## config.mk

```make
export PLATFORM = sky130hd
export DESIGN_NAME = alu_divider
export DESIGN_NICKNAME = d
export VERILOG_FILES = /design/src/rtl/alu_divider.sv
export SDC_FILE = /design/constraint.sdc
export NUM_CORES = 1
export LEC_CHECK = 0
export CAP_MARGIN = 30
export CORE_MARGIN = 3
export CORE_UTILIZATION = 50
export CTS_CLUSTER_DIAMETER = 150
export DETAILED_ROUTE_END_ITERATION = 8
export GPL_TIMING_DRIVEN = 0
export PLACE_DENSITY = 0.69
export SKIP_CTS_REPAIR_TIMING = 1
export SLEW_MARGIN = 10
export SYNTH_ARGS = -nofsm -noshare
export SYNTH_HDL_FRONTEND = slang
export SYNTH_SLANG_ARGS = --single-unit
```

## constraint.sdc

```tcl
create_clock -name CLK -period 6.05 [get_ports CLK]
set_input_delay 0.605 -clock CLK [delete_from_list [all_inputs] [get_ports CLK]]
set_output_delay 0.605 -clock CLK [all_outputs]
set_load 0.01 [all_outputs]
```

## src/rtl/alu_divider.sv

```systemverilog
// alu_divider: iterative radix-2 restoring divider for the ALU execute stage.
// Produces the quotient (DIV/DIVU) or remainder (MOD/MODU) after 33 edges.
// A one-entry cache returns the partner result for repeated operands in one cycle.

`ifndef ALU_OPCODE_WIDTH
`define ALU_OPCODE_WIDTH 5
`endif
`ifndef ALU_DIV
`define ALU_DIV  5'd12
`endif
`ifndef ALU_DIVU
`define ALU_DIVU 5'd13
`endif
`ifndef ALU_MOD
`define ALU_MOD  5'd14
`endif
`ifndef ALU_MODU
`define ALU_MODU 5'd15
`endif

module alu_divider #(
  parameter bit ENABLE_CACHE = 1'b1
) (
  input  logic                         CLK,
  input  logic                         RST_N,
  input  logic [`ALU_OPCODE_WIDTH-1:0] opcode,
  input  logic [31:0]                  src1,
  input  logic [31:0]                  src2,
  output logic [31:0]                  result,
  output logic                         busy,
  output logic                         done
);

  typedef enum logic [1:0] {IDLE, CALC, FIX} state_t;

  state_t      state_q, state_d;
  logic [4:0]  cnt_q, cnt_d;
  logic [31:0] rem_q, rem_d;
  logic [31:0] dvd_q, dvd_d;      // dividend magnitude; quotient bits shift in at the LSB
  logic [31:0] dvs_q, dvs_d;
  logic        qneg_q, qneg_d;
  logic        rneg_q, rneg_d;
  logic        mod_q, mod_d;
  logic [31:0] result_q, result_d;
  logic        busy_q, busy_d;
  logic        done_q, done_d;
  logic        cvalid_q, cvalid_d;
  logic [31:0] csrc1_q, csrc1_d;
  logic [31:0] csrc2_q, csrc2_d;
  logic        csigned_q, csigned_d;
  logic [31:0] cquo_q, cquo_d;
  logic [31:0] crem_q, crem_d;

  logic        is_div, op_signed, op_mod, hit;
  logic [33:0] rem_sh, trial;
  logic [31:0] quo_fix, rem_fix;

  // State and datapath registers with asynchronous active-low reset.
  always_ff @(posedge CLK or negedge RST_N) begin
    if (!RST_N) begin
      state_q   <= IDLE;
      cnt_q     <= '0;
      rem_q     <= '0;
      dvd_q     <= '0;
      dvs_q     <= '0;
      qneg_q    <= 1'b0;
      rneg_q    <= 1'b0;
      mod_q     <= 1'b0;
      result_q  <= '0;
      busy_q    <= 1'b0;
      done_q    <= 1'b0;
      cvalid_q  <= 1'b0;
      csrc1_q   <= '0;
      csrc2_q   <= '0;
      csigned_q <= 1'b0;
      cquo_q    <= '0;
      crem_q    <= '0;
    end else begin
      state_q   <= state_d;
      cnt_q     <= cnt_d;
      rem_q     <= rem_d;
      dvd_q     <= dvd_d;
      dvs_q     <= dvs_d;
      qneg_q    <= qneg_d;
      rneg_q    <= rneg_d;
      mod_q     <= mod_d;
      result_q  <= result_d;
      busy_q    <= busy_d;
      done_q    <= done_d;
      cvalid_q  <= cvalid_d;
      csrc1_q   <= csrc1_d;
      csrc2_q   <= csrc2_d;
      csigned_q <= csigned_d;
      cquo_q    <= cquo_d;
      crem_q    <= crem_d;
    end
  end

  // Next-state logic: accept/cache/zero-divisor in IDLE, one bit per CALC edge, sign fixup in FIX.
  always_comb begin
    state_d   = state_q;
    cnt_d     = cnt_q;
    rem_d     = rem_q;
    dvd_d     = dvd_q;
    dvs_d     = dvs_q;
    qneg_d    = qneg_q;
    rneg_d    = rneg_q;
    mod_d     = mod_q;
    result_d  = result_q;
    busy_d    = busy_q;
    done_d    = 1'b0;
    cvalid_d  = cvalid_q;
    csrc1_d   = csrc1_q;
    csrc2_d   = csrc2_q;
    csigned_d = csigned_q;
    cquo_d    = cquo_q;
    crem_d    = crem_q;

    is_div    = (opcode == `ALU_DIV) || (opcode == `ALU_DIVU) ||
                (opcode == `ALU_MOD) || (opcode == `ALU_MODU);
    op_signed = (opcode == `ALU_DIV) || (opcode == `ALU_MOD);
    op_mod    = (opcode == `ALU_MOD) || (opcode == `ALU_MODU);
    hit       = ENABLE_CACHE && cvalid_q && (src1 == csrc1_q) &&
                (src2 == csrc2_q) && (op_signed == csigned_q);

    rem_sh    = {1'b0, rem_q, dvd_q[31]};
    trial     = rem_sh - {2'b00, dvs_q};
    quo_fix   = qneg_q ? (32'd0 - dvd_q) : dvd_q;
    rem_fix   = rneg_q ? (32'd0 - rem_q) : rem_q;

    unique case (state_q)
      IDLE: begin
        if (is_div) begin
          if (hit) begin
            result_d = op_mod ? crem_q : cquo_q;
            done_d   = 1'b1;
          end else if (src2 == '0) begin
            result_d = op_mod ? src1 : '1;
            done_d   = 1'b1;
          end else begin
            dvd_d   = (op_signed && src1[31]) ? (32'd0 - src1) : src1;
            dvs_d   = (op_signed && src2[31]) ? (32'd0 - src2) : src2;
            qneg_d  = op_signed && (src1[31] ^ src2[31]);
            rneg_d  = op_signed && src1[31];
            mod_d   = op_mod;
            rem_d   = '0;
            cnt_d   = '0;
            busy_d  = 1'b1;
            state_d = CALC;
            // Cache operand fields double as the in-flight operand latch; the
            // entry stays invalid until FIX, and an abort clears it via reset.
            cvalid_d  = 1'b0;
            csrc1_d   = src1;
            csrc2_d   = src2;
            csigned_d = op_signed;
          end
        end
      end
      CALC: begin
        if (!trial[33]) begin
          rem_d = trial[31:0];
          dvd_d = {dvd_q[30:0], 1'b1};
        end else begin
          rem_d = rem_sh[31:0];
          dvd_d = {dvd_q[30:0], 1'b0};
        end
        cnt_d = cnt_q + 5'd1;
        if (cnt_q == 5'd31) begin
          state_d = FIX;
        end
      end
      FIX: begin
        cquo_d   = quo_fix;
        crem_d   = rem_fix;
        cvalid_d = 1'b1;
        result_d = mod_q ? rem_fix : quo_fix;
        done_d   = 1'b1;
        busy_d   = 1'b0;
        state_d  = IDLE;
      end
      default: state_d = IDLE;
    endcase
  end

  assign result = result_q;
  assign busy   = busy_q;
  assign done   = done_q;

endmodule

```

==> out/metrics.json <==
{
  "drtPass1Iterations": {"value": 5},
  "worst_slew_pin_slew": {"value": 0.859, "unit": "ns"},
  "fmax": {"value": 230, "unit": "MHz"},
  "worst_ep_required_time": {"value": 6.54, "unit": "ns"},
  "cap_violations": {"value": 0},
  "critPathArrivalTime": {"value": 4.83, "unit": "ns"},
  "ant_nets": {"value": 0},
  "insertedDiodeCount": {"value": 0},
  "drc_errors": {"value": 0},
  "synth_top_cells_by_area": {"value": "dfrtp_1 40%, nand2_1 6.6%, o21ai_0 6.1%, xnor2_1 5.6%, xor2_1 4.7%"},
  "overflow": {"value": 0},
  "final_critical_path_setup_slack": {"value": 1.71, "unit": "ns"},
  "global_route.usage.total": {"value": 0.306},
  "finalCritPeriodShare": {"value": 0.717},
  "leakagePower": {"value": 7.88, "unit": "nW"},
  "seq_area_frac_synth": {"value": 0.402},
  "pin_count_of_the_biggest_net_entering_global_routing": {"value": 111},
  "crit_path_end_kind": {"value": "register"},
  "min-delay-path-class": {"value": "in2reg"},
  "synth_fp_nets": {"value": 2024},
  "io_pins": {"value": 105},
  "synth_cell_type_count": {"value": 71},
  "worst-path-max-fanout": {"value": 10},
  "grt_antenna_before_repair": {"value": 0},
  "wl": {"value": 55600, "unit": "µm"},
  "fill_cells": {"value": 2952},
  "synth_async_sr_flop_share": {"value": 1.00},
  "fp.dieArea": {"value": 35700, "unit": "µm²"},
  "die_h": {"value": 189, "unit": "µm"},
  "finalCriticalPeriod": {"value": 4.34, "unit": "ns"},
  "rsz_0062_raised_after_global_routing": {"value": "false"},
  "area.sequential": {"value": 6730, "unit": "µm²"},
  "final.setup_skew": {"value": 0.0116, "unit": "ns"},
  "ctsLongestPathBuffers": {"value": 3},
  "cts_buffers": {"value": 30},
  "synth_top_cell_by_area": {"value": "dfrtp_1"},
  "finalNetCount": {"value": 2143},
  "clock_tree.htree_level_count": {"value": 1},
  "totalNegativeSetupSlack": {"value": 0, "unit": "ns"},
  "detailedRoute.firstIterationViolations": {"value": 1367},
  "yosys_register_bits": {"value": 269},
  "start_util": {"value": 0.511},
  "post_synth_most_frequent_cells": {"value": "295 x nand2_1, 269 x dfrtp_1, 203 x o21ai_0, 145 x nor2_1, 125 x a21oi_1"},
  "worst_slew_margin_rel": {"value": 0.427},
  "dieWidth": {"value": 189, "unit": "µm"},
  "yosys.cell_count.top_type": {"value": "nand2_1"},
  "slew_violations": {"value": 0},
  "avg_vias_per_cell": {"value": 6.03},
  "via_count_of_the_first_global_routing_pass": {"value": 14600},
  "routabilityCongestion": {"value": 0.980},
  "cts_num_sinks": {"value": 269},
  "total_area_of_multi_input_combinational_cells": {"value": 9220, "unit": "µm²"},
  "path_cells": {"value": "clkdlybuf4s50_1 > nand3b_1 > nor2_1 > xnor2_1 > nand4_1 > nor2_1 > nor4b_1 > clkbuf_1 > clkbuf_1 > clkbuf_1 > nor2_1 > a21oi_1"},
  "place.detailed.hpwl": {"value": 42900, "unit": "µm"},
  "synth_ff_type": {"value": "dfrtp_1"},
  "criticalPathCategory": {"value": "in2reg"},
  "syn2layout_area_growth": {"value": 14.6, "unit": "%"},
  "finalHoldViolCount": {"value": 0},
  "worst_hold_slack": {"value": 0.429, "unit": "ns"},
  "num_vias": {"value": 15100},
  "synth_edf_count": {"value": 0},
  "cell_area_after_technology_mapping": {"value": 16700, "unit": "µm²"},
  "clk_pin_slew_worst_paths": {"value": 0.06, "unit": "ns"},
  "cp_slowest_stage_delay": {"value": 0.69, "unit": "ns"},
  "worst_path_dominant_cell_family": {"value": "simple AND/OR/NAND/NOR gates"},
  "tritoncts_clock_tree": {"value": "done"},
  "wire_per_inst": {"value": 22.3, "unit": "µm"},
  "critPathBufInv": {"value": 4},
  "cpMaxStageDelayCell": {"value": "nor2_1"},
  "place_ws": {"value": 1.29, "unit": "ns"},
  "timing.critical_path.from_type": {"value": "input pin"},
  "number_of_port_buffers": {"value": 84},
  "final-setup-viol-count": {"value": 0},
  "area_of_the_core": {"value": 32800, "unit": "µm²"},
  "synthDominantCellAreaShare": {"value": 0.402},
  "status": {"value": "complete, no violations"},
  "power_density": {"value": 506, "unit": "nW/µm²"},
  "yosysWarnings": {"value": 0},
  "post_synth_inst_count": {"value": 1914},
  "drive_above_1_share": {"value": 0.0818},
  "placement_rows": {"value": 66},
  "clockRootBuffer": {"value": "clkbuf_16"},
  "peakVddDrop": {"value": 0.251, "unit": "mV"},
  "grt_pass1_wl": {"value": 85500, "unit": "µm"},
  "clkLatencyLatePin": {"value": 0.57, "unit": "ns"},
  "synth.avg_cell_area": {"value": 8.75, "unit": "µm²"}
}
## layer usage
layer	global-route usage	up-vias	part of all wire
met4	0.0971	0	0.035
met2	0.477	669	0.44
li1	-	6955	-
met5	0	-	0
met1	0.428	7335	0.43
met3	0.0637	103	0.097
## registers in the layout (all words and copies together), names as in the netlist
| register | cells |
|---|---|
| cvalid_q | 1 |
| rem_q | 32 |
| rneg_q | 1 |
| cnt_q | 5 |
| qneg_q | 1 |
| dvd_q | 32 |
| done | 1 |
| csigned_q | 1 |
| state_q | 2 |
| cquo_q | 32 |
| result | 32 |
| csrc2_q | 31 |
| crem_q | 32 |
| dvs_q | 32 |
| csrc1_q | 32 |
| mod_q | 1 |
| busy | 1 |
## cell type report
class / count / share of cell area
Clock inverter: 10 / 0.00561
Timing Repair Buffer: 87 / 0.0475
Multi-Input combinational cell: 1461 / 0.481
Buffer: 125 / 0.0298
Tap cell: 442 / 0.0288
Sequential cell: 269 / 0.351
Clock buffer: 44 / 0.0451
Inverter: 59 / 0.0115
## final timing paths
check,slack [ns],cells past startpoint,startpoint,endpoint
max in group asynchronous,4.56,3,RST_N,result[12]
worst max register to register,2.12,11,rem_q[9],rem_q[14]
min in group asynchronous,0.55,2,RST_N,rem_q[10]
worst max-delay path,1.71,12,opcode[4],dvs_q[27]
worst min-delay path,0.43,2,src2[31],csrc2_q[31]
worst min register to register,0.48,2,cquo_q[1],cquo_q[1]
## power breakdown
group / switching [W] / internal [W] / total, W
registers: 0.000713 / 0.00255 / 0.00326
clock network: 0.000765 / 0.00107 / 0.00183
logic: 0.00273 / 0.00188 / 0.00461
total: 0.00421 / 0.00550 / 0.00971
## logic make-up after synthesis
logic type	count (synthesis)	share of synthesized area
xor+xnor	197	0.103
compound gates	519	0.188
buf+inv	184	0.0473
mux	103	0.0663
flops	269	0.402
fa+ha+maj	39	0.0296
simple gates	603	0.163
## per-stage QoR
stage	utilization	instances	instance area, µm²	power, W
floorplan	-	1914	16700	0.00630
global placement	0.553	2440	18100	0.00768
detailed placement	0.555	2442	18200	0.00782
CTS	0.585	2496	19200	0.00966
global route	0.585	2497	19200	0.0104
finish	0.585	2497	19200	0.00971
## layout by cell type, fill, tap and decap left out, drive strengths merged, types with 4 or more instances in the layout
cell	instances
o21ai	206
nand4	17
dfrtp	269
o211ai	33
o31ai	30
nor3	18
clkinv	8
or2	4
nand2b	16
nor2	145
nand2	295
a22oi	4
nand3	24
buf	33
a21oi	125
or3	21
or4	17
mux2i	40
a211oi	9
a211o	12
ha	38
nor4	12
a32oi	5
o221ai	6
inv	59
and2	5
clkbuf	138
clkdlybuf4s50	83
xnor2	107
o21a	5
o41ai	18
a31oi	29
xor2	90
mux2	63
a21o	12
and3	8
nor2b	12
Power figures use the tool's default switching activity.
